===== config.mk =====
export PLATFORM = sky130hd
export DESIGN_NAME = serial_adder_flat
export DESIGN_NICKNAME = d
export VERILOG_FILES = /design/src/rtl/serial_adder_if.sv /design/src/rtl/serial_adder.sv /design/src/flat_wrapper.sv
export SDC_FILE = /design/constraint.sdc
export NUM_CORES = 1
export LEC_CHECK = 0
export BUFFER_PORTS_ARGS = -buffer_cell sky130_fd_sc_hd__buf_2
export CORE_MARGIN = 2
export CORE_UTILIZATION = 53
export DETAILED_ROUTE_END_ITERATION = 12
export GPL_TIMING_DRIVEN = 0
export PLACE_DENSITY = 0.77
export SLEW_MARGIN = 10
export SYNTH_ARGS = -nofsm -noshare
export SYNTH_HDL_FRONTEND = slang
export SYNTH_SLANG_ARGS = --single-unit

===== constraint.sdc =====
create_clock -name clk -period 1.8 [get_ports clk]
set_input_delay 0.36 -clock clk [delete_from_list [all_inputs] [get_ports clk]]
set_output_delay 0.36 -clock clk [all_outputs]
set_load 0.03 [all_outputs]

===== src/rtl/serial_adder_if.sv =====
// Start/busy/done handshake and operand/result bus for serial_adder.
// Handshake: the master raises start with a, b, cin (and sub when
// SERIAL_ADDER_SUB_EN is defined) stable; the slave captures them on the first
// clock edge where it is idle and start is high. busy stays high until the
// result cycle has passed; done pulses for exactly one cycle, and sum/carry
// are valid from that cycle until the next done.
interface serial_adder_if #(
  parameter int WIDTH = 8
);
  logic             start;
  logic [WIDTH-1:0] a;
  logic [WIDTH-1:0] b;
  logic             cin;
`ifdef SERIAL_ADDER_SUB_EN
  logic             sub;
`endif
  logic             busy;
  logic             done;
  logic [WIDTH-1:0] sum;
  logic             carry;

`ifdef SERIAL_ADDER_SUB_EN
  modport master (output start, a, b, cin, sub, input busy, done, sum, carry);
  modport slave  (input start, a, b, cin, sub, output busy, done, sum, carry);
`else
  modport master (output start, a, b, cin, input busy, done, sum, carry);
  modport slave  (input start, a, b, cin, output busy, done, sum, carry);
`endif
endinterface


===== src/rtl/serial_adder.sv =====
// Bit-serial adder: one full-adder cell, operands streamed LSB-first, ripple
// carry held in a flop between bit-cycles. Latency start->done is WIDTH+1.
// Optional feature macro: SERIAL_ADDER_SUB_EN adds a subtract select (a - b
// as a + ~b + 1; carry=1 means no borrow).
module serial_adder #(
  parameter int WIDTH = 8
) (
  input  logic                clk,
  input  logic                rst_n,
  serial_adder_if.slave       bus_if,
  output logic [1:0]          state_o
);

  localparam int CNT_W = (WIDTH > 1) ? $clog2(WIDTH) : 1;

  typedef enum logic [1:0] {
    IDLE  = 2'd0,
    SHIFT = 2'd1,
    DONE  = 2'd2
  } state_e;

  state_e           state_q, state_d;
  logic [WIDTH-1:0] a_sr_q, a_sr_d;
  logic [WIDTH-1:0] b_sr_q, b_sr_d;
  logic [WIDTH-1:0] sum_sr_q, sum_sr_d;
  logic             c_q, c_d;
  logic [CNT_W-1:0] cnt_q, cnt_d;
  logic [WIDTH-1:0] sum_q, sum_d;
  logic             carry_q, carry_d;

  // Capture-time operand conditioning: subtract inverts b and forces carry-in.
  logic [WIDTH-1:0] b_cap;
  logic             c_cap;
`ifdef SERIAL_ADDER_SUB_EN
  assign b_cap = bus_if.sub ? ~bus_if.b : bus_if.b;
  assign c_cap = bus_if.sub ? 1'b1 : bus_if.cin;
`else
  assign b_cap = bus_if.b;
  assign c_cap = bus_if.cin;
`endif

  // The single full-adder cell.
  logic fa_sum, fa_cout;
  assign fa_sum  = a_sr_q[0] ^ b_sr_q[0] ^ c_q;
  assign fa_cout = (a_sr_q[0] & b_sr_q[0]) | (c_q & (a_sr_q[0] ^ b_sr_q[0]));

  logic last_bit;
  assign last_bit = (cnt_q == CNT_W'(WIDTH - 1));

  // Next-state and datapath control; every register holds unless updated.
  always_comb begin
    state_d  = state_q;
    a_sr_d   = a_sr_q;
    b_sr_d   = b_sr_q;
    sum_sr_d = sum_sr_q;
    c_d      = c_q;
    cnt_d    = cnt_q;
    sum_d    = sum_q;
    carry_d  = carry_q;
    case (state_q)
      IDLE: begin
        if (bus_if.start) begin
          a_sr_d  = bus_if.a;
          b_sr_d  = b_cap;
          c_d     = c_cap;
          cnt_d   = '0;
          state_d = SHIFT;
        end
      end
      SHIFT: begin
        sum_sr_d = {fa_sum, sum_sr_q[WIDTH-1:1]};
        c_d      = fa_cout;
        a_sr_d   = a_sr_q >> 1;
        b_sr_d   = b_sr_q >> 1;
        if (last_bit) begin
          // Result registers update only here, so partial sums never show.
          sum_d   = {fa_sum, sum_sr_q[WIDTH-1:1]};
          carry_d = fa_cout;
          state_d = DONE;
        end else begin
          cnt_d = cnt_q + 1'b1;
        end
      end
      DONE: begin
        state_d = IDLE;
      end
      default: begin
        state_d = IDLE;
      end
    endcase
  end

  // State and datapath registers with synchronous active-low reset.
  always_ff @(posedge clk) begin
    if (!rst_n) begin
      state_q  <= IDLE;
      a_sr_q   <= '0;
      b_sr_q   <= '0;
      sum_sr_q <= '0;
      c_q      <= 1'b0;
      cnt_q    <= '0;
      sum_q    <= '0;
      carry_q  <= 1'b0;
    end else begin
      state_q  <= state_d;
      a_sr_q   <= a_sr_d;
      b_sr_q   <= b_sr_d;
      sum_sr_q <= sum_sr_d;
      c_q      <= c_d;
      cnt_q    <= cnt_d;
      sum_q    <= sum_d;
      carry_q  <= carry_d;
    end
  end

  assign bus_if.busy  = (state_q != IDLE);
  assign bus_if.done  = (state_q == DONE);
  assign bus_if.sum   = sum_q;
  assign bus_if.carry = carry_q;
  assign state_o      = state_q;

endmodule

===== src/flat_wrapper.sv =====
// flat-port wrapper written by rule: the top's interface ports become plain ports
module serial_adder_flat 
#(
  parameter int WIDTH = 8
)
  (clk, rst_n, state_o, bus_if_start, bus_if_a, bus_if_b, bus_if_cin, bus_if_busy, bus_if_done, bus_if_sum, bus_if_carry);
  serial_adder_if #(.WIDTH(WIDTH)) bus_if_i ();
  input  logic clk;
  input  logic rst_n;
  output logic [1:0] state_o;
  input wire logic [$bits(bus_if_i.start)-1:0] bus_if_start;
  input wire logic [$bits(bus_if_i.a)-1:0] bus_if_a;
  input wire logic [$bits(bus_if_i.b)-1:0] bus_if_b;
  input wire logic [$bits(bus_if_i.cin)-1:0] bus_if_cin;
  output wire logic [$bits(bus_if_i.busy)-1:0] bus_if_busy;
  output wire logic [$bits(bus_if_i.done)-1:0] bus_if_done;
  output wire logic [$bits(bus_if_i.sum)-1:0] bus_if_sum;
  output wire logic [$bits(bus_if_i.carry)-1:0] bus_if_carry;
  assign bus_if_i.start = bus_if_start;
  assign bus_if_i.a = bus_if_a;
  assign bus_if_i.b = bus_if_b;
  assign bus_if_i.cin = bus_if_cin;
  assign bus_if_busy = bus_if_i.busy;
  assign bus_if_done = bus_if_i.done;
  assign bus_if_sum = bus_if_i.sum;
  assign bus_if_carry = bus_if_i.carry;
  serial_adder #(.WIDTH(WIDTH)) u_core (.clk(clk), .rst_n(rst_n), .bus_if(bus_if_i), .state_o(state_o));
endmodule

==> flow_metrics.py <==
metrics = {
    "finish": {
        "final_util": 0.630,
        "most-common-layout-cells": "buf_2, dfxtp_1, nand2_1",
        "final_cell_count_no_fill": 251,
        "diodes": 0,
        "layout-drive-gt1-share": 0.229,
        "finalInstanceArea_sq_um": 1880,
        "layout.nets": 241,
        "syn_to_final_growth_pct": 15.6,
    },
    "routing": {
        "drt-wirelength-per-cell_um": 13.2,
        "ant_nets": 0,
        "drtPass1Iterations": 4,
        "drt-initial-drc-count": 16,
        "viasPerCell": 5.49,
        "wl_mm": 3.30,
        "drc_errors": 0,
        "vias": 1378,
    },
    "critical_path": {
        "cpMostUsedCell": "buf_6",
        "critPathSlowestCell": "dfxtp_4",
        "crit_chain": "buf_6 -> or2_2 -> buf_6",
        "cp_max_fo": 11,
        "worstPathRequired_ns": 1.44,
        "critPathMaxStageDelay_ns": 0.42,
        "cp-start-kind": "register",
        "worstSetupPathType": "reg -> out",
        "endpoint_kind": "output port",
        "crit_arrival_ns": 1.37,
        "reg2regPathDepth": 6,
    },
    "synth": {
        "synth_xor_area_frac": 0,
        "avgSynthCellArea_sq_um": 9.07,
        "syn_inst": 179,
        "ys_ff_latch": 38,
        "synth_top_family_by_area": "simple AND/OR/NAND/NOR gates",
        "synth_nets": 202,
        "muxShareOfSynthArea": 0.105,
        "synth-adder-area-share": 0.0278,
        "synth_area_sq_um": 1620,
        "synth_area_leaders": "dfxtp_1, mux2i_1, a211oi_1",
        "synth_top_cell_by_area": "dfxtp_1",
        "yosysUniqueCellTypes": 26,
        "synth_top_area_share": 0.469,
        "synth_compound_area_frac": 0.153,
        "yosys_warnings": 0,
        "synth_seq_area_share": 0.469,
        "yosys.area_share.simple": 0.184,
    },
    "timing": {
        "grt_setup_unrepaired": "no",
        "setup_viol": 0,
        "clock.fmax_mhz": 579,
        "setup_slack_ns": 0.0740,
        "fin_setup_tns_ns": 0,
        "hold_violations": 0,
        "period_share": 0.959,
        "tightest_slew_ns": 0.463,
        "finalMaxSlewViolations": 0,
        "fin_skew_ns": 0.00685,
        "fin_crit_ns": 1.73,
        "slew_headroom": 0.691,
    },
    "flow_run": {
        "maxCapViolCount": 0,
    },
    "clock_tree": {
        "clock-sinks": 38,
        "clockRootBuffer": "clkbuf_4",
        "cts_buffers": 5,
        "clk_path_buf_depth": 2,
        "clk_pin_slew_ns": 0.11,
        "cts-hold-fix-buffers": 0,
        "cts_tree": "done",
        "clk_latency_ns": 0.34,
        "htreeDepth": 2,
    },
    "power_and_ir_drop": {
        "power_density_nw_per_um2": 804,
        "vdd_ir_drop_max_mv": 0.495,
        "intPower_mw": 1.12,
        "combPwrFrac": 0.129,
        "power.switching_mw": 0.390,
        "pwr-share-clk": 0.267,
        "pwr-share-seq": 0.604,
        "swShare": 0.258,
        "leakage_nw": 0.786,
    },
    "floorplan": {
        "start_util": 0.545,
        "die_x_um": 59.3,
        "die_y_um": 59.3,
        "fp-row-count": 20,
        "dieArea_sq_um": 3520,
        "core_area_sq_um": 2980,
        "io_pins": 33,
    },
    "global_route": {
        "antenna_found_initial": 0,
        "track_usage": 0.209,
        "grt_pass1_wl_mm": 5.51,
        "grt_max_degree": 12,
        "overflow": 0,
        "grt_pass1_vias": 1350,
    },
    "status": {
        "status": "complete, no violations",
    },
    "placement": {
        "placed_area_sq_um": 1820,
        "pre_cts_ws_ns": 0.241,
        "dpl.hpwl_mm": 2.44,
        "dp.cells": 244,
        "io_buffers": 32,
        "place_congestion": 0.790,
    },
    "min_path": {
        "hold_path_depth": 3,
        "hold_path_class": "in -> reg",
    },
}
-- cell families after synthesis --
family	count (synthesis)
AOI/OAI and AO/OA	40
muxes	17
DFF	38
buffers and inverters	16
adders and majority gates	3
and+or+nand+nor	65
-- cells in the mapped netlist --
library cell	n
a211oi_1	15
a21oi_1	18
a31oi_1	3
and2b_1	1
buf_12	1
buf_2	6
buf_6	2
clkbuf_1	5
dfxtp_1	38
fa_1	1
ha_1	2
inv_1	2
mux2i_1	17
nand2_1	25
nand2b_1	1
nand3_1	12
nand3b_2	1
nand4bb_1	2
nor2_1	19
nor2b_1	1
nor3_1	1
nor4b_1	1
o21ai_0	2
o21ba_2	1
o21bai_1	1
or2_2	1
-- final cells by class --
class                      count  area (sq um)
sequential                    38           764
multi-input combinational    125           763
inverter                       2          7.51
fill                         276          1100
buffer                        13          80.1
timing repair buffer          33           174
clock buffer                   7          45.0
tap                           33          41.3
-- state kept, by name (all words and copies together) (netlist names) --
| signal | count |
|---|---|
| u_core.sum_sr_q | 7 |
| u_core.b_sr_q | 8 |
| u_core.bus_if.sum | 8 |
| u_core.a_sr_q | 8 |
| u_core.c_q | 1 |
| u_core.state_o | 2 |
| u_core.cnt_q | 3 |
| u_core.bus_if.carry | 1 |
-- worst max-delay path, delay by kind of cell, from the launching register on --
family	cells	cell delay [ns]
and+or+nand+nor	1	0.30
DFF	1	0.42
buffers and inverters	2	0.30
-- routing by layer --
metal	GRT usage	part of all wire	vias to the layer above
met5	0	0	-
li1	-	-	703
met1	0.226	0.44	636
met4	0.123	0.024	0
met2	0.372	0.50	30
met3	0.0437	0.040	9
-- final timing paths --
| check | start | to | slack [ns] |
|---|---|---|---|
| worst max-delay path | u_core.state_o[0]$_SDFFE_PN0P_ | bus_if_busy | 0.07 |
| worst min-delay path | bus_if_b[7] | u_core.b_sr_q[7]$_SDFFE_PN0P_ | 0.31 |
| worst max register to register | u_core.cnt_q[0]$_SDFFE_PN0P_ | u_core.bus_if.carry$_SDFFE_PN0P_ | 0.19 |
| worst min register to register | u_core.bus_if.sum[4]$_SDFFE_PN0P_ | u_core.bus_if.sum[4]$_SDFFE_PN0P_ | 0.46 |
-- per-stage QoR --
stage / hold WS (ns) / power, mW
floorplan: 0.437 / 1.06
global placement: 0.440 / 1.11
detailed placement: 0.447 / 1.12
CTS: 0.296 / 1.52
global route: 0.319 / 1.58
finish: 0.311 / 1.51
-- repair_timing --
item / CTS / global route
setup buffers: 1 / 0
gates resized for setup: 4 / 0
setup endpoints to repair: 1 / 0
-- power groups by stage --
stage               Combinational, mW  Sequential (mW)  Clock (mW)
finish                          0.195            0.910       0.403
global route                    0.215            0.916       0.444
CTS                             0.195            0.910       0.417
detailed placement              0.198            0.925           0
global placement                0.190            0.922           0
floorplan                       0.141            0.921           0
Note: power is estimated with default switching activity, not from simulation.
